===== src/rtl/memory_read_arbiter_if.sv =====
// Requester and memory-side signals of the memory read arbiter.
// The master modport is the arbiter; the slave modport is the requesters plus the memory.
interface memory_read_arbiter_if #(
    parameter int unsigned ADDR_W = 6,
    parameter int unsigned DATA_W = 6
);
    logic              REQ0;
    logic [ADDR_W-1:0] ADD0;
    logic              GNT0;
    logic              VALID0;
    logic              REQ1;
    logic [ADDR_W-1:0] ADD1;
    logic              GNT1;
    logic              VALID1;
    logic [DATA_W-1:0] RDATA;
    logic              ERR;
    logic              OWNER;
    logic              BUSY;
    logic [ADDR_W-1:0] MEM_ADD;
    logic              MEM_RST;
    logic              MEM_CLR;
    logic [DATA_W-1:0] MEM_OUT;

    modport master (
        input  REQ0, ADD0, REQ1, ADD1, MEM_CLR, MEM_OUT,
        output GNT0, VALID0, GNT1, VALID1, RDATA, ERR, OWNER, BUSY, MEM_ADD, MEM_RST
    );

    modport slave (
        output REQ0, ADD0, REQ1, ADD1, MEM_CLR, MEM_OUT,
        input  GNT0, VALID0, GNT1, VALID1, RDATA, ERR, OWNER, BUSY, MEM_ADD, MEM_RST
    );
endinterface


===== src/rtl/memory_read_arbiter.sv =====
// Shares one memory read port between two requesters: round-robin grant, wait for MEM_CLR low,
// return data (or flag a timeout), then re-arm the memory with a MEM_RST pulse.
module memory_read_arbiter #(
    parameter int unsigned ADDR_W      = 6,
    parameter int unsigned DATA_W      = 6,
    parameter int unsigned TIMEOUT_CYC = 16,
    parameter int unsigned REARM_CYC   = 1
) (
    input logic CLK,
    input logic RST,
    memory_read_arbiter_if.master bus
);
    localparam int unsigned WaitW  = $clog2(TIMEOUT_CYC + 1);
    localparam int unsigned RearmW = $clog2(REARM_CYC + 1);

    typedef enum logic [1:0] {StIdle, StWait, StRearm} state_e;

    state_e              state_q, state_d;
    logic [WaitW-1:0]    wait_q, wait_d;
    logic [RearmW-1:0]   rearm_q, rearm_d;
    logic [ADDR_W-1:0]   mem_add_q, mem_add_d;
    logic [DATA_W-1:0]   rdata_q, rdata_d;
    logic                owner_q, owner_d;
    logic                gnt0_q, gnt0_d, gnt1_q, gnt1_d;
    logic                valid0_q, valid0_d, valid1_q, valid1_d;
    logic                err_q, err_d;
    logic                mem_rst_q, mem_rst_d;
    logic                busy_q, busy_d;
    logic                pick;

    always_comb begin
        state_d   = state_q;
        wait_d    = wait_q;
        rearm_d   = rearm_q;
        mem_add_d = mem_add_q;
        rdata_d   = rdata_q;
        owner_d   = owner_q;
        gnt0_d    = 1'b0;
        gnt1_d    = 1'b0;
        valid0_d  = 1'b0;
        valid1_d  = 1'b0;
        err_d     = 1'b0;
        // On a tie the requester that was not served last wins.
        pick      = (bus.REQ0 && bus.REQ1) ? ~owner_q : bus.REQ1;

        unique case (state_q)
            StIdle: begin
                if (bus.REQ0 || bus.REQ1) begin
                    owner_d   = pick;
                    mem_add_d = pick ? bus.ADD1 : bus.ADD0;
                    gnt0_d    = ~pick;
                    gnt1_d    = pick;
                    wait_d    = '0;
                    state_d   = StWait;
                end
            end
            StWait: begin
                wait_d = wait_q + 1'b1;
                // MEM_CLR is still settling on the first WAIT cycle; completion beats timeout.
                if (wait_q != '0 && !bus.MEM_CLR) begin
                    rdata_d  = bus.MEM_OUT;
                    valid0_d = ~owner_q;
                    valid1_d = owner_q;
                    rearm_d  = '0;
                    state_d  = StRearm;
                end else if (wait_q == WaitW'(TIMEOUT_CYC - 1)) begin
                    err_d   = 1'b1;
                    rearm_d = '0;
                    state_d = StRearm;
                end
            end
            StRearm: begin
                if (rearm_q == RearmW'(REARM_CYC - 1)) begin
                    state_d = StIdle;
                end else begin
                    rearm_d = rearm_q + 1'b1;
                end
            end
            default: state_d = StRearm;
        endcase

        mem_rst_d = (state_d == StRearm);
        busy_d    = (state_d != StIdle);
    end

    always_ff @(posedge CLK) begin
        if (RST) begin
            state_q   <= StRearm;
            wait_q    <= '0;
            rearm_q   <= '0;
            mem_add_q <= '0;
            rdata_q   <= '0;
            owner_q   <= 1'b1;
            gnt0_q    <= 1'b0;
            gnt1_q    <= 1'b0;
            valid0_q  <= 1'b0;
            valid1_q  <= 1'b0;
            err_q     <= 1'b0;
            mem_rst_q <= 1'b1;
            busy_q    <= 1'b1;
        end else begin
            state_q   <= state_d;
            wait_q    <= wait_d;
            rearm_q   <= rearm_d;
            mem_add_q <= mem_add_d;
            rdata_q   <= rdata_d;
            owner_q   <= owner_d;
            gnt0_q    <= gnt0_d;
            gnt1_q    <= gnt1_d;
            valid0_q  <= valid0_d;
            valid1_q  <= valid1_d;
            err_q     <= err_d;
            mem_rst_q <= mem_rst_d;
            busy_q    <= busy_d;
        end
    end

    assign bus.GNT0    = gnt0_q;
    assign bus.GNT1    = gnt1_q;
    assign bus.VALID0  = valid0_q;
    assign bus.VALID1  = valid1_q;
    assign bus.RDATA   = rdata_q;
    assign bus.ERR     = err_q;
    assign bus.OWNER   = owner_q;
    assign bus.BUSY    = busy_q;
    assign bus.MEM_ADD = mem_add_q;
    assign bus.MEM_RST = mem_rst_q;
endmodule


===== src/flat_wrapper.sv =====
// flat-port wrapper written by rule: the top's interface ports become plain ports
module memory_read_arbiter_flat 
#(
    parameter int unsigned ADDR_W      = 6,
    parameter int unsigned DATA_W      = 6,
    parameter int unsigned TIMEOUT_CYC = 16,
    parameter int unsigned REARM_CYC   = 1
)
  (CLK, RST, bus_REQ0, bus_ADD0, bus_REQ1, bus_ADD1, bus_MEM_CLR, bus_MEM_OUT, bus_GNT0, bus_VALID0, bus_GNT1, bus_VALID1, bus_RDATA, bus_ERR, bus_OWNER, bus_BUSY, bus_MEM_ADD, bus_MEM_RST);
  memory_read_arbiter_if #(.ADDR_W(ADDR_W), .DATA_W(DATA_W)) bus_i ();
  input logic CLK;
  input logic RST;
  input wire logic [$bits(bus_i.REQ0)-1:0] bus_REQ0;
  input wire logic [$bits(bus_i.ADD0)-1:0] bus_ADD0;
  input wire logic [$bits(bus_i.REQ1)-1:0] bus_REQ1;
  input wire logic [$bits(bus_i.ADD1)-1:0] bus_ADD1;
  input wire logic [$bits(bus_i.MEM_CLR)-1:0] bus_MEM_CLR;
  input wire logic [$bits(bus_i.MEM_OUT)-1:0] bus_MEM_OUT;
  output wire logic [$bits(bus_i.GNT0)-1:0] bus_GNT0;
  output wire logic [$bits(bus_i.VALID0)-1:0] bus_VALID0;
  output wire logic [$bits(bus_i.GNT1)-1:0] bus_GNT1;
  output wire logic [$bits(bus_i.VALID1)-1:0] bus_VALID1;
  output wire logic [$bits(bus_i.RDATA)-1:0] bus_RDATA;
  output wire logic [$bits(bus_i.ERR)-1:0] bus_ERR;
  output wire logic [$bits(bus_i.OWNER)-1:0] bus_OWNER;
  output wire logic [$bits(bus_i.BUSY)-1:0] bus_BUSY;
  output wire logic [$bits(bus_i.MEM_ADD)-1:0] bus_MEM_ADD;
  output wire logic [$bits(bus_i.MEM_RST)-1:0] bus_MEM_RST;
  assign bus_i.REQ0 = bus_REQ0;
  assign bus_i.ADD0 = bus_ADD0;
  assign bus_i.REQ1 = bus_REQ1;
  assign bus_i.ADD1 = bus_ADD1;
  assign bus_i.MEM_CLR = bus_MEM_CLR;
  assign bus_i.MEM_OUT = bus_MEM_OUT;
  assign bus_GNT0 = bus_i.GNT0;
  assign bus_VALID0 = bus_i.VALID0;
  assign bus_GNT1 = bus_i.GNT1;
  assign bus_VALID1 = bus_i.VALID1;
  assign bus_RDATA = bus_i.RDATA;
  assign bus_ERR = bus_i.ERR;
  assign bus_OWNER = bus_i.OWNER;
  assign bus_BUSY = bus_i.BUSY;
  assign bus_MEM_ADD = bus_i.MEM_ADD;
  assign bus_MEM_RST = bus_i.MEM_RST;
  memory_read_arbiter #(.ADDR_W(ADDR_W), .DATA_W(DATA_W), .TIMEOUT_CYC(TIMEOUT_CYC), .REARM_CYC(REARM_CYC)) u_core (.CLK(CLK), .RST(RST), .bus(bus_i));
endmodule

===== config.mk =====
export PLATFORM = sky130hd
export DESIGN_NAME = memory_read_arbiter_flat
export DESIGN_NICKNAME = d
export VERILOG_FILES = /design/src/rtl/memory_read_arbiter_if.sv /design/src/rtl/memory_read_arbiter.sv /design/src/flat_wrapper.sv
export SDC_FILE = /design/constraint.sdc
export NUM_CORES = 1
export LEC_CHECK = 0
export CAP_MARGIN = 20
export CORE_MARGIN = 2
export CORE_UTILIZATION = 45
export DETAILED_ROUTE_END_ITERATION = 6
export HOLD_SLACK_MARGIN = 0.02
export MAX_ROUTING_LAYER = met4
export PLACE_DENSITY_LB_ADDON = 0.12
export SETUP_SLACK_MARGIN = 0.3
export SYNTH_ARGS = -nofsm -noshare
export SYNTH_HDL_FRONTEND = slang
export SYNTH_SLANG_ARGS = --single-unit
export TNS_END_PERCENT = 50

===== constraint.sdc =====
create_clock -name CLK -period 2.83 [get_ports CLK]
set_input_delay 0.7075 -clock CLK [delete_from_list [all_inputs] [get_ports CLK]]
set_output_delay 0.7075 -clock CLK [all_outputs]
set_load 0.01 [all_outputs]

## Yosys cells after proc, flatten, opt, wreduce, memory -nomap -nowiden

Index checks and enable logic that the tools add are counted.

- $add $sub $neg: 2
- Equality and inequality tests: 6
- Muxes and demuxes: 14
- Bitwise operators: 6
- Reduce and logical (&&, ||, !) cells: 16

Operator list:

| operator | number |
|---|---|
| $pmux W5 S2 | 1 |
| $reduce_or A3 Y1 | 3 |
| $mux W2 | 4 |
| $reduce_and A2 Y1 | 4 |
| $mux W6 | 1 |
| $not A1 Y1 | 6 |
| $pmux W2 S3 | 1 |
| $reduce_bool A2 Y1 | 3 |
| $add A5 B1 Y5 const B | 1 |
| $eq A5 B4 Y1 const B | 1 |
| $mux W1 | 5 |
| $mux W5 | 1 |
| $reduce_bool A5 Y1 | 1 |
| $eq A2 B2 Y1 const B | 2 |
| $ne A3 B1 Y1 const B | 1 |
| $eq A2 B1 Y1 const B | 1 |
| $logic_and A1 B1 Y1 | 2 |
| $logic_not A2 Y1 | 1 |
| $ne A2 B1 Y1 const B | 1 |
| $pmux W1 S2 | 1 |
| $add A1 B1 Y1 const B | 1 |
| $logic_not A1 Y1 | 1 |
| $logic_or A1 B1 Y1 | 1 |

- Bits in registers: 28
- Input port bits: 23
- Output and inout port bits: 20
- Word-level logic and storage cells: 57

## Longest topological paths before layout

Gate-level depths: netlist of run 1.

- Depth after elaboration: 5
- Depth in mapped cells: 5
- Depth with buffers taken out: 5

## Least setup slack after synthesis of run 1

No wires, ideal clock.

- Path kind: input-to-reg
- Start point: input bus_REQ1
- End point: register u_core.owner_q, in the netlist u_core.bus.OWNER
- Setup time: 120 ps
- Data arrival time: 1413 ps
- Setup slack: 1297 ps
- Stages: 4
- Path buffers: 1
- Cells stage by stage: a21bo_1 > clkbuf_1 > nor3_1 > a211o_1

- Word-level cells in the longest chain between the ends: 2
- Elaborated cells on any way between the ends: 4
- Classes of those cells: mux (1); reduce/logical (3)

Ends and longest elaborated chain:

| what | line | source |
|---|---|---|
| from (decl) | flat_wrapper.sv:15 | `input wire logic [$bits(bus_i.REQ1)-1:0] bus_REQ1;` |
| $logic_and A1 B1 Y1 / $logic_or A1 B1 Y1 (equally long branches) | memory_read_arbiter.sv:44, memory_read_arbiter.sv:48 |  |
| $mux W1 / $reduce_and A2 Y1 (equally long branches) | - |  |
| to (signal assigned) | memory_read_arbiter.sv:107 | `owner_q <= owner_d;` |
| to (decl) | memory_read_arbiter.sv:23 | `logic owner_q, owner_d;` |

Parallel ways exist; a longest one is shown, timed or not.
A chain may end at the register's enable or synchronous reset.

## Final worst setup path of run 1

- Start point: register u_core.owner_q, in the netlist u_core.bus.OWNER
- End point: output bus_OWNER

RTL lines:

| what | line | source |
|---|---|---|
| to (decl) | flat_wrapper.sv:25 | `output wire logic [$bits(bus_i.OWNER)-1:0] bus_OWNER;` |

No word-level cell between the ends.

==> flow_metrics.tcl, run 1 <==
set metrics [dict create \
    synthesis.nets 155 \
    grt_max_degree 22 \
    dr.pass1.iters 4 \
    max_freq_mhz 488 \
    die_w_um 55.6 \
    critPathRequiredTime_ns 2.12 \
    worstSetupEndpointType "output pin" \
    slew_viol_final 0 \
    hp-start "u_core.bus.RDATA[2]" \
    finalHoldViolations 0 \
    postRouteAntennaNets 0 \
    start_kind "flip-flop" \
    cp_cell_sequence "clkdlybuf4s50_1" \
    vdd_drop_max_v 0.000282 \
    status "finished, final reports clean" \
    clock_latency_ns 0.31 \
    ys_types 35 \
    hpwl_um 1930 \
    dr.first_iter.drc_count 10 \
    rsz0062_at_grt "false" \
    ys.flop_type "dfxtp_1" \
    routed_via_density 5.30 \
    crit_buf_inv 1 \
    place_congestion 0.893 \
    initial_core_util_pct 48.0 \
    r2r_slack_ns 1.28 \
    setup_viol 0 \
    r2r-end "u_core.state_q[0]" \
    max_slew_margin_pct 64.5 \
    num_rows 18 \
    tritoncts "done" \
    clock-sinks 27 \
    synth-edff-count 0 \
    min_path_type "flip-flop to flip-flop" \
    synth_seq_cells 27 \
    grt_pass1_vias 987 \
    drive_gt1_share_pct 5.92 \
    dpl_worst_slack_ns 0.679 \
    seq_area_frac_synth_pct 45.0 \
    antenna_found_initial 0 \
    die-height_um 55.6 \
    pin_count 43 \
    portBuffers 42 \
    holdBufCountCts 0 \
    hold_path_end "u_core.bus.RDATA[2]" \
    cts_buffer_depth 2 \
    area_growth_pct 38.0 \
    syn_area_per_cell_um2 9.30 \
    p_leak_nw 0.611 \
    power.density_nw_per_um2 479 \
    ys.warnings.count 0 \
    nets 196 \
    tns_ns 0 \
    detail_route.wl_per_cell_um 12.6 \
    period_needed_ns 2.05 \
    maxCapViolCount 0 \
    r2r-start "u_core.wait_q[0]" \
    grt.overflow.total 0 \
    cp_top_family "buffers and inverters" \
    tightest_slew_ns 0.530 \
    clkSlewWorstSetupHoldPaths_ns 0.13 \
    critPathKind "flip-flop to output pin" \
    cp_slowest_cell "clkdlybuf4s50_1" \
    htree_num_levels 1 \
    mostFrequentLayoutCell "clkdlybuf4s50_1" \
    async_flop_share_pct 0 \
    cp.arrival_ns 1.34 \
    syn_area_um2 1200 \
    drc 0 \
    cts-buffers-inserted 3 \
    n_antenna_cell 0 \
    wirelength_um 2510 \
    setup_ws_ns 0.780 \
    grt.total_usage_pct 17.2 \
    cts-root-buf "clkbuf_4" \
    syn_inst 129 \
    cts_setup_buffers 0 \
    min_path_cells 2 \
    die_area_um2 3100 \
    core_area_um2 2500 \
    via_count 1055 \
    cp_slowest_stage_delay_ns 0.57 \
    finalCritPeriodShare_pct 72.4 \
    fill_cells 209 \
    worst-path-max-fanout 6 \
    fin_skew_ns 0.00210 \
    r2r_cells 5 \
    cts_resized 0 \
    finalPower_mw 0.793 \
    layout_common_cells "clkdlybuf4s50_1, dfxtp_1, nand2_1" \
    grt_pass1_wl_um 4220 \
]
## layer usage
layer | global-route usage, % | routed length [um] | up-vias
met4 | 5.57 | 12 | 0
met3 | 3.72 | 140 | 2
met2 | 28.6 | 1220 | 32
li1 | - | - | 539
met1 | 20.8 | 1140 | 482
met5 | - | 0 | -
## Yosys cell counts (2+ instances only)
cell	n	share of area (%)
a21oi_1	11	4.6
clkbuf_1	4	1.3
nor3_1	4	1.7
dfxtp_1	27	45
nand2b_1	13	6.8
ha_1	3	3.1
nor2_1	5	1.6
and3_1	3	1.6
or2_1	2	1.0
buf_2	2	0.83
or3_1	3	1.6
nand3_1	2	0.83
inv_1	3	0.94
o211ai_1	3	1.9
nand2_1	14	4.4
a311oi_1	6	4.4
mux2i_1	6	5.0
## state kept, by name (all words and copies together) (netlist names)
register and count:
u_core.bus.BUSY 1, u_core.bus.ERR 1, u_core.bus.GNT0 1, u_core.bus.GNT1 1, u_core.bus.MEM_ADD 6, u_core.bus.MEM_RST 1, u_core.bus.OWNER 1, u_core.bus.RDATA 6
u_core.bus.VALID0 1, u_core.bus.VALID1 1, u_core.state_q 2, u_core.wait_q 5
## where the power goes
part	internal (mW)	switching [mW]	leakage, nW
registers	0.410	0.0222	0.221
clock network	0.0550	0.104	0.0150
logic	0.108	0.0944	0.375
## kinds of logic (layout without fill, tap and decap cells)
group	count (synthesis)	in the layout	synth area share [%]
fa+ha+maj	3	3	3.13
mux	6	6	5.01
compound gates	29	29	16.4
simple gates	54	54	26.5
flops	27	27	45.0
buf+inv	10	50	3.96
## metrics by stage
step,utilization [%],instances,instance area (um2),hold slack [ns]
2_1_floorplan,-,129,1200,0.490
3_3_place_gp,65.2,195,1630,0.458
3_5_place_dp,65.2,195,1630,0.468
4_1_cts,66.2,199,1660,0.490
5_1_grt,66.2,199,1660,0.506
6_report,66.2,199,1660,0.483
## layout make-up
| class | instances | area, um2 | area share [%] |
|---|---|---|---|
| clock buffers | 4 | 26.3 | 1.59 |
| inverters | 3 | 11.3 | 0.680 |
| well taps | 30 | 37.5 | 2.27 |
| repair buffers | 43 | 428 | 25.9 |
| flip-flops and latches | 27 | 541 | 32.7 |
| multi-input cells | 92 | 612 | 37.0 |
## how the worst max path moves through the flow
stage	from	endpoint	slack [ns]	cells past startpoint
5_1_grt	u_core.bus.OWNER	bus_OWNER	0.71	1
6_report	u_core.bus.OWNER	bus_OWNER	0.78	1
2_1_floorplan	bus_REQ1	u_core.bus.OWNER	1.30	4
4_1_cts	u_core.bus.OWNER	bus_OWNER	0.76	1
3_5_place_dp	bus_REQ1	u_core.bus.MEM_ADD[0]	0.68	4
3_3_place_gp	bus_REQ1	u_core.bus.MEM_ADD[0]	0.74	4
Note: power is estimated with default switching activity, not from simulation.
==> run 2, diff against run 1 <==
--- a/config.mk
+++ b/config.mk
@@ -7,7 +7,7 @@
 export LEC_CHECK = 0
 export CAP_MARGIN = 20
 export CORE_MARGIN = 2
-export CORE_UTILIZATION = 45
+export CORE_UTILIZATION = 39
 export DETAILED_ROUTE_END_ITERATION = 6
 export HOLD_SLACK_MARGIN = 0.02
 export MAX_ROUTING_LAYER = met4
==> constraint.sdc (replaced) <==
create_clock -name CLK -period 1.85 [get_ports CLK]
set_input_delay 0.4625 -clock CLK [delete_from_list [all_inputs] [get_ports CLK]]
set_output_delay 0.4625 -clock CLK [all_outputs]
set_load 0.01 [all_outputs]
==> run 2 against run 1 <==
Against the previous run: cell area up 4.1%; utilization down 8.4 points; routed wire length increased by 7.1%; sequential power up 52%; combinational power up 56%; register-to-register slack lost 0.99 ns; sequential share of layout area down 1.2 points; cell count rose by 4.5%; clock power increased by 62%; largest power group unchanged.
==> flow_metrics.tcl, run 2 (synthesis results as in run 1) <==
set metrics [dict create \
    place_congestion 0.800 \
    switching_share_pct 29.1 \
    vdd_drop_max_v 0.000328 \
    max_freq_mhz 611 \
    cts_buffer_depth 2 \
    grt.total_usage_pct 17.1 \
    grt.overflow.total 0 \
    cp_slowest_cell "clkdlybuf4s50_1" \
    fill_cells 283 \
    tightest_slew_ns 0.480 \
    fin_skew_ns 0.00215 \
    intPower_mw 0.872 \
    dr.first_iter.drc_count 32 \
    max_slew_margin_pct 67.9 \
    r2r-start "u_core.wait_q[0]" \
    postRouteAntennaNets 0 \
    startpoint "u_core.bus.ERR" \
    n_antenna_cell 0 \
    start_kind "flip-flop" \
    crit_buf_inv 1 \
    detail_route.wl_per_cell_um 12.9 \
    cp_slowest_stage_delay_ns 0.52 \
    portBuffers 42 \
    status "finished, final reports clean" \
    pwr-share-comb_pct 25.6 \
    nets 202 \
    worst-path-max-fanout 1 \
    via_count 1072 \
    initial_core_util_pct 40.3 \
    rsz0062_at_grt "true" \
    cp_top_family "buffers and inverters" \
    mostFrequentLayoutCell "dfxtp_1" \
    htree_num_levels 1 \
    hp-start "u_core.bus.RDATA[1]" \
    holdBufCountCts 0 \
    clock_latency_ns 0.32 \
    grt_pass1_wl_um 4490 \
    seqPwrFrac_pct 53.4 \
    cp_cell_sequence "clkdlybuf4s50_1" \
    pwr-share-clk_pct 21.0 \
    worstSetupEndpointType "output pin" \
    cp.arrival_ns 1.17 \
    p_sw_mw 0.357 \
    clkSlewWorstSetupHoldPaths_ns 0.15 \
    pin_count 43 \
    routed_via_density 5.15 \
    die-height_um 59.5 \
    grt_max_degree 17 \
    drive_gt1_share_pct 10.3 \
    min_path_type "flip-flop to flip-flop" \
    clock-sinks 27 \
    area_growth_pct 43.6 \
    wirelength_um 2690 \
    antenna_found_initial 0 \
    die_area_um2 3540 \
    hpwl_um 2100 \
    core_area_um2 2980 \
    p_leak_nw 0.821 \
    finalHoldViolations 0 \
    cts-buffers-inserted 3 \
    drc 0 \
    critPathKind "flip-flop to output pin" \
    setup_viol 0 \
    dr.pass1.iters 4 \
    cts-root-buf "clkbuf_4" \
    tns_ns 0 \
    power.density_nw_per_um2 714 \
    finalPower_mw 1.23 \
    maxCapViolCount 0 \
    grt_pass1_vias 1051 \
    critPathRequiredTime_ns 1.39 \
    tritoncts "done" \
    layout_common_cells "dfxtp_1, clkdlybuf4s50_1, nand2_1" \
    num_rows 20 \
    cts_setup_buffers 0 \
    period_needed_ns 1.64 \
    die_w_um 59.5 \
    finalCritPeriodShare_pct 88.4 \
    slew_viol_final 0 \
]
[run 2: changes by cell type in the layout (fill, tap and decap cells not counted), sizes merged]
cell           delta
buf               +6
clkbuf            -1
clkdlybuf4s50    -19
clkinvlp          +1
dlygate4sd2       +9
dlymetal6s2s     +10
[run 2: layout make-up]
class,instances,area (um2),area share [%]
Inverter,3,11.3,0.654
Sequential cell,27,542,31.4
Timing Repair Buffer,49,487,28.2
Clock buffer,3,22.5,1.31
Clock inverter,1,7.51,0.436
Multi-Input combinational cell,92,612,35.5
Tap cell,33,41.3,2.40
[run 2: path summary, 6_finish.rpt]
| kind | to | slack [ns] | cells after the start |
|---|---|---|---|
| worst min register to register | u_core.bus.RDATA[1] | 0.48 | 2 |
| worst max register to register | u_core.state_q[0] | 0.29 | 5 |
| worst min-delay path | u_core.bus.RDATA[1] | 0.48 | 2 |
| worst max-delay path | bus_ERR | 0.21 | 1 |
[run 2: timing repair]
item,4_1_cts,5_1_grt
hold endpoints to repair,0,0
pin swaps,0,0
endpoints found under the setup margin,21,21
resized for setup,10,10
[run 2: routing by layer]
layer | up-vias | global-route usage (%) | routed length [um]
met2 | 27 | 29.2 | 1360
met4 | 0 | 4.87 | 21
met3 | 2 | 2.62 | 129
met1 | 494 | 20.8 | 1180
li1 | 549 | - | -
met5 | - | - | 0
[run 2: power groups by stage]
stage / Clock, mW / Combinational, mW / Sequential, mW
after floorplan: 0 / 0.154 / 0.684
after global placement: 0 / 0.329 / 0.671
after detailed placement: 0 / 0.334 / 0.670
after CTS: 0.267 / 0.321 / 0.658
after global routing: 0.294 / 0.351 / 0.663
final: 0.258 / 0.315 / 0.657
[run 2: metrics by stage]
| step | hold slack (ns) | util, % | cells | area (um2) | setup slack [ns] |
|---|---|---|---|---|---|
| after floorplan | 0.490 | - | 129 | 1200 | 0.418 |
| after global placement | 0.457 | 56.3 | 204 | 1680 | 0.139 |
| after detailed placement | 0.467 | 56.3 | 204 | 1680 | 0.0961 |
| after CTS | 0.486 | 57.0 | 208 | 1700 | 0.149 |
| after global routing | 0.504 | 57.9 | 208 | 1720 | 0.166 |
| final | 0.477 | 57.9 | 208 | 1720 | 0.215 |
